==> src/rtl/optical_slot_scheduler.sv <==
// Time-slot scheduler for the 4x4 optical switch: issues programmed permutations in turn,
// waits for the grant, holds an optical guard interval, then opens the slot's TX window.
module optical_slot_scheduler #(
  parameter int unsigned P_GUARD_CYC = 16,
  parameter int unsigned P_SLOT_CYC  = 256,
  parameter int unsigned P_GRANT_TO  = 8,
  parameter logic [7:0]  P_RST_ENTRY = 8'h4E
) (
  input  logic       i_clk,
  input  logic       i_rst_n,
  input  logic       i_enable,
  input  logic [1:0] i_slot_num,
  input  logic       i_sched_wr_en,
  input  logic [1:0] i_sched_wr_addr,
  input  logic [7:0] i_sched_wr_data,
  output logic       o_sched_wr_err,
  output logic [7:0] o_op_config,
  output logic       o_config_valid,
  input  logic [3:0] i_switch_grant,
  input  logic       i_grant_valid,
  output logic [3:0] o_switch_state,
  output logic [1:0] o_slot_id,
  output logic       o_guard,
  output logic       o_tx_window,
  output logic       o_grant_timeout
);

  localparam int unsigned MAX_GS  = (P_GUARD_CYC > P_SLOT_CYC) ? P_GUARD_CYC : P_SLOT_CYC;
  localparam int unsigned CNT_MAX = (MAX_GS > P_GRANT_TO) ? MAX_GS : P_GRANT_TO;
  localparam int unsigned CNT_W   = $clog2(CNT_MAX + 1);
  localparam int unsigned N_ENTRY = 4;

  localparam logic [CNT_W-1:0] GUARD_LAST = CNT_W'(P_GUARD_CYC - 1);
  localparam logic [CNT_W-1:0] SLOT_LAST  = CNT_W'(P_SLOT_CYC - 1);
  localparam logic [CNT_W-1:0] TO_LAST    = CNT_W'(P_GRANT_TO - 1);

  typedef enum logic [2:0] {
    S_IDLE,
    S_CFG,
    S_WAIT_GRANT,
    S_GUARD,
    S_TX
  } state_t;

  state_t           state_q, state_d;
  logic [CNT_W-1:0] cnt_q, cnt_d;
  logic [1:0]       slot_q, slot_d;
  logic [1:0]       active_q, active_d;
  logic [7:0]       sched_tbl [N_ENTRY];

  logic [7:0]       op_cfg_d;
  logic             cfg_valid_d;
  logic [3:0]       sw_state_d;
  logic             guard_d;
  logic             tx_d;
  logic             timeout_d;
  logic             wr_legal_c;

  // Decoder-supported permutations: distinct fields, dst3 != 0, dst2 != 1 (14 codes)
  function automatic logic perm_legal(input logic [7:0] p);
    logic [1:0] f3, f2, f1, f0;
    f3 = p[7:6];
    f2 = p[5:4];
    f1 = p[3:2];
    f0 = p[1:0];
    return (f3 != f2) && (f3 != f1) && (f3 != f0) &&
           (f2 != f1) && (f2 != f0) && (f1 != f0) &&
           (f3 != 2'd0) && (f2 != 2'd1);
  endfunction

  assign wr_legal_c = perm_legal(i_sched_wr_data);

  // Schedule table; rejected writes leave the entry untouched and flag an error
  always_ff @(posedge i_clk or negedge i_rst_n) begin
    if (!i_rst_n) begin
      for (int i = 0; i < N_ENTRY; i++) sched_tbl[i] <= P_RST_ENTRY;
      o_sched_wr_err <= 1'b0;
    end else begin
      o_sched_wr_err <= i_sched_wr_en && !wr_legal_c;
      if (i_sched_wr_en && wr_legal_c) sched_tbl[i_sched_wr_addr] <= i_sched_wr_data;
    end
  end

  // State register and registered outputs
  always_ff @(posedge i_clk or negedge i_rst_n) begin
    if (!i_rst_n) begin
      state_q         <= S_IDLE;
      cnt_q           <= '0;
      slot_q          <= '0;
      active_q        <= '0;
      o_op_config     <= P_RST_ENTRY;
      o_config_valid  <= 1'b0;
      o_switch_state  <= '0;
      o_slot_id       <= '0;
      o_guard         <= 1'b0;
      o_tx_window     <= 1'b0;
      o_grant_timeout <= 1'b0;
    end else begin
      state_q         <= state_d;
      cnt_q           <= cnt_d;
      slot_q          <= slot_d;
      active_q        <= active_d;
      o_op_config     <= op_cfg_d;
      o_config_valid  <= cfg_valid_d;
      o_switch_state  <= sw_state_d;
      o_slot_id       <= slot_d;
      o_guard         <= guard_d;
      o_tx_window     <= tx_d;
      o_grant_timeout <= timeout_d;
    end
  end

  // Next-state and next-output logic
  always_comb begin
    state_d     = state_q;
    cnt_d       = cnt_q;
    slot_d      = slot_q;
    active_d    = active_q;
    sw_state_d  = o_switch_state;
    timeout_d   = 1'b0;
    op_cfg_d    = o_op_config;
    cfg_valid_d = 1'b0;
    guard_d     = 1'b0;
    tx_d        = 1'b0;

    case (state_q)
      S_IDLE: begin
        if (i_enable) begin
          state_d  = S_CFG;
          slot_d   = '0;
          active_d = i_slot_num;
        end
      end
      S_CFG: begin
        state_d = S_WAIT_GRANT;
        cnt_d   = '0;
      end
      S_WAIT_GRANT: begin
        // A grant in the same cycle as the timeout takes priority
        if (i_grant_valid) begin
          sw_state_d = i_switch_grant;
          state_d    = S_GUARD;
          cnt_d      = '0;
        end else if (cnt_q == TO_LAST) begin
          timeout_d = 1'b1;
          state_d   = S_CFG;
          cnt_d     = '0;
        end else begin
          cnt_d = cnt_q + 1'b1;
        end
      end
      S_GUARD: begin
        if (cnt_q == GUARD_LAST) begin
          state_d = S_TX;
          cnt_d   = '0;
        end else begin
          cnt_d = cnt_q + 1'b1;
        end
      end
      S_TX: begin
        if (cnt_q == SLOT_LAST) begin
          cnt_d = '0;
          // Slot count changes are picked up only on wrap
          if (slot_q == active_q) begin
            slot_d   = '0;
            active_d = i_slot_num;
          end else begin
            slot_d = slot_q + 1'b1;
          end
          if (i_enable) begin
            state_d = S_CFG;
          end else begin
            state_d = S_IDLE;
            slot_d  = '0;
          end
        end else begin
          cnt_d = cnt_q + 1'b1;
        end
      end
      default: begin
        state_d = S_IDLE;
        cnt_d   = '0;
        slot_d  = '0;
      end
    endcase

    cfg_valid_d = (state_d == S_CFG);
    guard_d     = (state_d == S_GUARD);
    tx_d        = (state_d == S_TX);
    if (state_d == S_CFG) op_cfg_d = sched_tbl[slot_d];
  end

endmodule

==> config.mk <==
export PLATFORM = sky130hd
export DESIGN_NAME = optical_slot_scheduler
export DESIGN_NICKNAME = d
export VERILOG_FILES = /design/src/rtl/optical_slot_scheduler.sv
export SDC_FILE = /design/constraint.sdc
export NUM_CORES = 1
export LEC_CHECK = 0
export CAP_MARGIN = 0
export CORE_UTILIZATION = 55
export DETAILED_ROUTE_END_ITERATION = 6
export HOLD_SLACK_MARGIN = 0.15
export PLACE_DENSITY = 0.88
export SLEW_MARGIN = 20
export SYNTH_ARGS = -nofsm -noshare
export SYNTH_HDL_FRONTEND = slang
export SYNTH_SLANG_ARGS = --single-unit
==> constraint.sdc <==
create_clock -name i_clk -period 5.75 [get_ports i_clk]
set_input_delay 0.575 -clock i_clk [delete_from_list [all_inputs] [get_ports i_clk]]
set_output_delay 0.575 -clock i_clk [all_outputs]
set_load 0.005 [all_outputs]
==> metrics, run 1 <==
initial core utilization 0.579; area taken by flip-flops and latches 1650 sq um; total core area approximately 5600 sq um; routed metal-1 wire length 2.95 mm; setup fix buffers added after clock tree synthesis 0; clock tree from TritonCTS done; Cell Area, Placed 3650 sq um; total wire length 6.50 mm; count of yosys warnings during synthesis 0; via count of the first global-routing pass 2,311; Final Slew Violations 0; Total Die Area 6210 sq um; final worst slack 2630 ps; worst rel slew slack 0.438; startpoint class of the critical path register; clock sink count 65; routed wire length per instance 16.8 um; die boundary height 78.8 um; highest clock rate 0.320 GHz; LEAKAGE 1.68 nW; sort of element at the end of the critical path register; largest fanout on the critical path 17; leading register cell type out of synthesis sky130_fd_sc_hd__dfrtp_1; GPL Wtd Cong about 0.8; fin crit share 0.543; minimum clock period 3120 ps; HPWL after detailed placement 4.37 mm; multi-input combinational cell area 1470 sq um; largest buffer count on any clock path 2; Final Hold Violating Endpoints 0; fill cell count 403; status finished clean; number of nets in the layout 334; Die Wd 78.8 um; cell area after synthesis 3240 sq um; core utilization of the finished layout 0.694; Antenna diodes 0; clock latency of the later-clocked register in the worst-skew pair 340 ps; sequential-to-total area share from yosys stat 0.509; power per unit of standard cell area 390 nW/um^2; post-cts sizing count 0; htree depth 3; total number of vias 2,308; initial antenna violation count 0; Worst-path clk slew 70 ps; GR Util All Layers 0.232; router iterations before antenna repair 4; number of buffers inserted by port buffering 39; first-pass GRT wire length 10.9 mm; I/O pin count 40; uppermost layer routed met4; critical path class register to register; cts-stage hold buffer count 0; setup total negative slack 0 ps; maximum number of pins on one net before global-route repair 66; class of the most critical hold timing path input port to async pin; met3 wirelength from detailed routing 284 um; RSZ-0062 raised after global routing false; routed via count divided by cell count around 6; Worst Path Required 6020 ps; final setup vio count 0; iteration-0 DRC count of the detailed router 197; worst hold margin 399 ps; post-route standard cell area excluding fillers 3890 sq um; Synth-to-Final Area Change 19.9%; Syn Nets 298; worst IR drop on VDD 0.286 mV; Worst Clk Skew between 7 and 8 ps; DRC errors left 0; row cnt 27; Routed Antenna Nets 0; total congestion overflow 0; number of different library cells in the post-synthesis netlist 50; fraction of layout cells with a size suffix above 1 0.290; average instance area after synthesis 11.9 sq um; EDFF count, synth 0; async set or reset register ratio after synthesis 1.00; Mapped Cells between 200 and 300; Root Buffer sky130_fd_sc_hd__clkbuf_8; total CTS buffers 9; arrival time at the worst endpoint 3390 ps; routed length on met2 ~3.1 mm; DP Worst Slack around 2700 ps; Tightest Pin Transition between 800 and 900 ps; #FFs+latches synth 65; max capacitance violation total 0
==> per-stage QoR <==
step	cells	total power, W
after global placement	370	0.00105
after CTS	386	0.00153
after global routing	386	0.00160
after floorplan	273	0.000903
final	386	0.00152
after detailed placement	370	0.00107
==> final timing paths <==
| kind | startpoint | to | slack [ps] | cells after the start |
|---|---|---|---|---|
| worst min-delay path | i_rst_n | o_switch_state[0] | 400 | 2 |
| worst max-delay path | cnt_q[0] | o_op_config[3] | 2630 | 11 |
| worst min register to register | sched_tbl[31] | sched_tbl[31] | 510 | 1 |
| worst max register to register | cnt_q[0] | o_op_config[3] | 2630 | 11 |
| min in group i_clk | sched_tbl[31] | sched_tbl[31] | 510 | 1 |
| max in group asynchronous | i_rst_n | o_switch_state[3] | 4840 | 2 |
==> cell type report <==
class                   count  share of cell area
flip-flops and latches     65               0.424
multi-input cells         180               0.377
repair buffers             41               0.103
clock buffers              12              0.0424
well taps                  72              0.0232
clock inverters             4              0.0190
inverters                  12              0.0116
==> power breakdown <==
| part | switching, W | internal [W] |
|---|---|---|
| sequential | 0.0000760 | 0.000584 |
| clock | 0.000172 | 0.000280 |
| combinational | 0.000178 | 0.000228 |
| total | 0.000426 | 0.00109 |
==> placed cells by master (no fill, tap or decap), types with 2 or more instances in the layout <==
cell | netlist | layout
sky130_fd_sc_hd__a21oi_1 | 14 | 14
sky130_fd_sc_hd__a221oi_1 | 6 | 6
sky130_fd_sc_hd__and2_1 | 5 | 5
sky130_fd_sc_hd__and3_1 | 5 | 5
sky130_fd_sc_hd__buf_4 | 1 | 2
sky130_fd_sc_hd__bufinv_16 | 0 | 2
sky130_fd_sc_hd__clkbuf_8 | 0 | 12
sky130_fd_sc_hd__clkdlybuf4s50_1 | 0 | 38
sky130_fd_sc_hd__dfrtp_1 | 45 | 45
sky130_fd_sc_hd__dfstp_2 | 20 | 20
sky130_fd_sc_hd__ha_1 | 4 | 4
sky130_fd_sc_hd__inv_1 | 12 | 12
sky130_fd_sc_hd__mux2_2 | 47 | 47
sky130_fd_sc_hd__mux2i_1 | 15 | 15
sky130_fd_sc_hd__nand2_1 | 9 | 9
sky130_fd_sc_hd__nand2b_1 | 3 | 3
sky130_fd_sc_hd__nand3_1 | 5 | 5
sky130_fd_sc_hd__nand4_1 | 3 | 3
sky130_fd_sc_hd__nand4b_1 | 3 | 3
sky130_fd_sc_hd__nor2_1 | 5 | 5
sky130_fd_sc_hd__nor3_1 | 3 | 3
sky130_fd_sc_hd__nor3b_1 | 2 | 2
sky130_fd_sc_hd__nor4_1 | 3 | 3
sky130_fd_sc_hd__o21a_1 | 2 | 2
sky130_fd_sc_hd__o21ai_0 | 13 | 13
sky130_fd_sc_hd__o32ai_1 | 3 | 3
sky130_fd_sc_hd__or3_1 | 5 | 5
sky130_fd_sc_hd__xnor2_1 | 3 | 3
==> critical path, cell delays in order (launching register included) <==
cell and delay [ps]:
sky130_fd_sc_hd__dfrtp_1 380, sky130_fd_sc_hd__ha_1 190, sky130_fd_sc_hd__and3_1 240, sky130_fd_sc_hd__and3_1 180, sky130_fd_sc_hd__and3_1 200, sky130_fd_sc_hd__ha_1 220, sky130_fd_sc_hd__nand2_1 110, sky130_fd_sc_hd__a211oi_1 320
sky130_fd_sc_hd__a31o_2 550, sky130_fd_sc_hd__mux2i_1 290, sky130_fd_sc_hd__mux2i_1 100, sky130_fd_sc_hd__mux2_2 260
==> cells in the mapped netlist, types with 4 or more instances <==
library cell / number / share of area
sky130_fd_sc_hd__mux2i_1: 15 / 0.046
sky130_fd_sc_hd__a21oi_1: 14 / 0.022
sky130_fd_sc_hd__and3_1: 5 / 0.0096
sky130_fd_sc_hd__inv_1: 12 / 0.014
sky130_fd_sc_hd__mux2_2: 47 / 0.16
sky130_fd_sc_hd__clkbuf_1: 10 / 0.012
sky130_fd_sc_hd__and2_1: 5 / 0.0096
sky130_fd_sc_hd__ha_1: 4 / 0.015
sky130_fd_sc_hd__nor2_1: 5 / 0.0058
sky130_fd_sc_hd__nand2_1: 9 / 0.010
sky130_fd_sc_hd__o21ai_0: 13 / 0.020
sky130_fd_sc_hd__dfstp_2: 20 / 0.16
sky130_fd_sc_hd__dfrtp_1: 45 / 0.35
sky130_fd_sc_hd__a221oi_1: 6 / 0.016
sky130_fd_sc_hd__or3_1: 5 / 0.0096
sky130_fd_sc_hd__nand3_1: 5 / 0.0077
==> flip-flops by register name, summed over array words and instances (netlist names) <==
name / count
sched_tbl: 32
active_q: 2
o_sched_wr_err: 1
o_tx_window: 1
o_config_valid: 1
o_guard: 1
o_op_config: 8
cnt_q: 9
state_q: 3
slot_q: 2
o_switch_state: 4
o_grant_timeout: 1
==> cells by family after synthesis <==
kind of cell             share of synthesized area
buffers and inverters                       0.0393
multiplexers                                 0.209
flip-flops                                   0.509
adder cells (fa/ha/maj)                     0.0154
AND/OR/NAND/NOR                              0.112
XOR/XNOR                                   0.00810
AO/OA/AOI/OAI                                0.106
==> routing by layer <==
metal,track usage,vias up
li1,-,1077
met1,0.305,1150
met2,0.368,68
met3,0.0425,13
met4,0.120,0
met5,0,-
Power figures use the tool's default switching activity.
==> run 2: changes to the inputs <==
==> constraint.sdc (replaced) <==
create_clock -name i_clk -period 3 [get_ports i_clk]
set_input_delay 0.3 -clock i_clk [delete_from_list [all_inputs] [get_ports i_clk]]
set_output_delay 0.3 -clock i_clk [all_outputs]
set_load 0.005 [all_outputs]
==> run 2 against run 1 <==
Net effect: sequential share of layout area down 2.0 points; via count grew 4.7%; utilization is 3.5 points higher; combinational power increased by 110%; total power grew 97%; clock skew grew 1.3 ps; final area is 5.0% higher; setup slack worse by 2500 ps; final cell count is 3.4% higher; critical endpoint is now o_op_config[4]; largest cell class unchanged; largest power group unchanged; highest routed layer unchanged.
==> metrics, run 2 (synthesis gave the netlist of run 1 again) <==
status finished clean; fin crit share 0.972 (+0.428); sort of element at the end of the critical path register; fill cell count 357 (-11%); HPWL after detailed placement 4.53 mm (+3.9%); power per unit of standard cell area 731 nW/um^2 (+87%); GPL Wtd Cong 0.800 (-2.8%); total congestion overflow 0 (unchanged); iteration-0 DRC count of the detailed router 176 (-11%); maximum number of pins on one net before global-route repair 34 (-48%); register bank with the most flops sched_tbl; multi-input combinational cell area 1560 sq um (+6.1%); core utilization of the finished layout 0.729 (+0.0348); Final Hold Violating Endpoints 0 (unchanged); setup total negative slack 0 ps (unchanged); GR Util All Layers 0.234 (+0.00188); class of the most critical hold timing path input port to async pin; clock latency of the later-clocked register in the worst-skew pair 340 ps (about the same); Die Wd 78.8 um (unchanged); routed via count divided by cell count 6.06 (+1.3%); largest fanout on the critical path 15 (-2); commonest non-fill, non-tap cell in the layout sky130_fd_sc_hd__mux2_2; via count of the first global-routing pass 2,278 (-1.4%); number of nets in the layout 347 (+3.9%); routed wire length per instance 17.8 um (+5.5%); I/O pin count 40 (unchanged); Largest stage delay, worst path 480 ps (-70 ps); number of flip-flops in the largest register 32 (unchanged); Antenna diodes 0 (unchanged); LEAKAGE 1.77 nW (+5.4%); largest buffer count on any clock path 2 (unchanged); area taken by flip-flops and latches 1650 sq um (unchanged); worst IR drop on VDD 0.561 mV (+96%); cells along the critical path ha_1, and3_1, and3_1, and3_1, ha_2, or4b_1, o21ai_0, a22oi_2, buf_12, a221oi_2, a21oi_1, mux2_2; first-pass GRT wire length 10.9 mm (unchanged); total core area 5610 sq um (unchanged); initial core utilization 0.579 (unchanged); total CTS buffers 9 (unchanged); arrival time at the worst endpoint 3140 ps (-250 ps); Worst Path Required 3230 ps (-2790 ps); highest-delay cell along the critical path sky130_fd_sc_hd__or4b_1; Routed Antenna Nets 0 (unchanged); router iterations before antenna repair 4 (unchanged); Cell Area, Placed 3720 sq um (+2.0%); total wire length 7.09 mm (+9.1%); number of buffers inserted by port buffering 39 (unchanged); CP dominant cell by count sky130_fd_sc_hd__and3_1; final worst slack 85.4 ps (-2540 ps); top library cells by usage in the layout, fill and taps aside 47 x sky130_fd_sc_hd__mux2_2, 45 x sky130_fd_sc_hd__dfrtp_1, 38 x sky130_fd_sc_hd__clkdlybuf4s50_1; row cnt 27 (unchanged); max capacitance violation total 0 (unchanged); Synth-to-Final Area Change 26.0%; Root Buffer sky130_fd_sc_hd__clkbuf_8; minimum clock period 2910 ps (-210 ps); Worst-path clk slew 70 ps (about the same); worst rel slew slack 0.414 (-0.0237); clock sink count 65 (unchanged); fraction of layout cells with a size suffix above 1 0.343 (+0.0527); critical path class register to register; worst reg-to-reg path cell count 12 (+1); total number of vias 2,417 (+4.7%); delay-heaviest family, CP simple AND/OR/NAND/NOR gates; startpoint class of the critical path register; Worst path depth 12 (+1); final setup vio count 0 (unchanged); htree depth 3 (unchanged); Total Die Area 6210 sq um (unchanged); highest clock rate 0.343 GHz (+7.2%); critical path buffer and inverter count 1 (+1); largest registers sched_tbl: 32 flops, cnt_q: 9 flops, o_op_config: 8 flops; DP Worst Slack 36.3 ps (-2650 ps); Tightest Pin Transition 872 ps (+35.3 ps); die boundary height 78.8 um (unchanged); Worst Clk Skew 9.08 ps (+1.29 ps); DRC errors left 0 (unchanged); post-route standard cell area excluding fillers 4090 sq um (+5.0%); initial antenna violation count 0 (unchanged); clock tree from TritonCTS done; Final Slew Violations 0 (unchanged)
## run 2: cell count changes in the layout (fill, tap and decap cells not counted), moves of 2 or more
cell	change
sky130_fd_sc_hd__a221oi_2	+4
sky130_fd_sc_hd__buf_4	+10
sky130_fd_sc_hd__clkbuf_8	-2
sky130_fd_sc_hd__a221oi_1	-5
## run 2: report_power, final
group          leakage [nW]  internal (W)  switching [W]  total [W]
clock                 0.118      0.000540       0.000340   0.000880
sequential            0.801       0.00112       0.000153    0.00127
combinational         0.848      0.000462       0.000371   0.000833
## run 2: repair_timing
action / CTS / global route
resized for setup: 0 / 13
hold buffers: 1 / 0
endpoints found under the setup margin: 0 / 8
endpoints found under the hold margin: 15 / 0
buffers inserted: 0 / 3
## run 2: through the flow
step                power [W]  hold WS, ps  instances
finish                0.00299          398        399
global route          0.00312          439        399
CTS                   0.00295          401        395
detailed placement    0.00207          236        378
global placement      0.00203          231        378
floorplan             0.00173         4.41        273
## run 2: final timing paths
kind	slack, ps	start	end
max	90	cnt_q[0]	o_op_config[4]
min	400	i_rst_n	cnt_q[4]
max reg2reg	90	cnt_q[0]	o_op_config[4]
min reg2reg	510	sched_tbl[31]	sched_tbl[31]
max in group asynchronous	1820	i_rst_n	o_op_config[3]
min in group i_clk	510	sched_tbl[31]	sched_tbl[31]
## run 2: cell type report
type / instances / area share
Clock buffer: 12 / 0.0407
Clock inverter: 4 / 0.0178
Inverter: 12 / 0.0110
Multi-Input combinational cell: 181 / 0.381
Sequential cell: 65 / 0.404
Tap cell: 72 / 0.0220
Timing Repair Buffer: 53 / 0.124
## run 2: per-layer routing
| layer | routed length, um | global-route usage | vias to the layer above |
|---|---|---|---|
| li1 | - | - | 1106 |
| met5 | 0 | 0 | - |
| met1 | 3090 | 0.322 | 1198 |
| met4 | 179 | 0.126 | 0 |
| met2 | 3420 | 0.357 | 91 |
| met3 | 395 | 0.0368 | 22 |
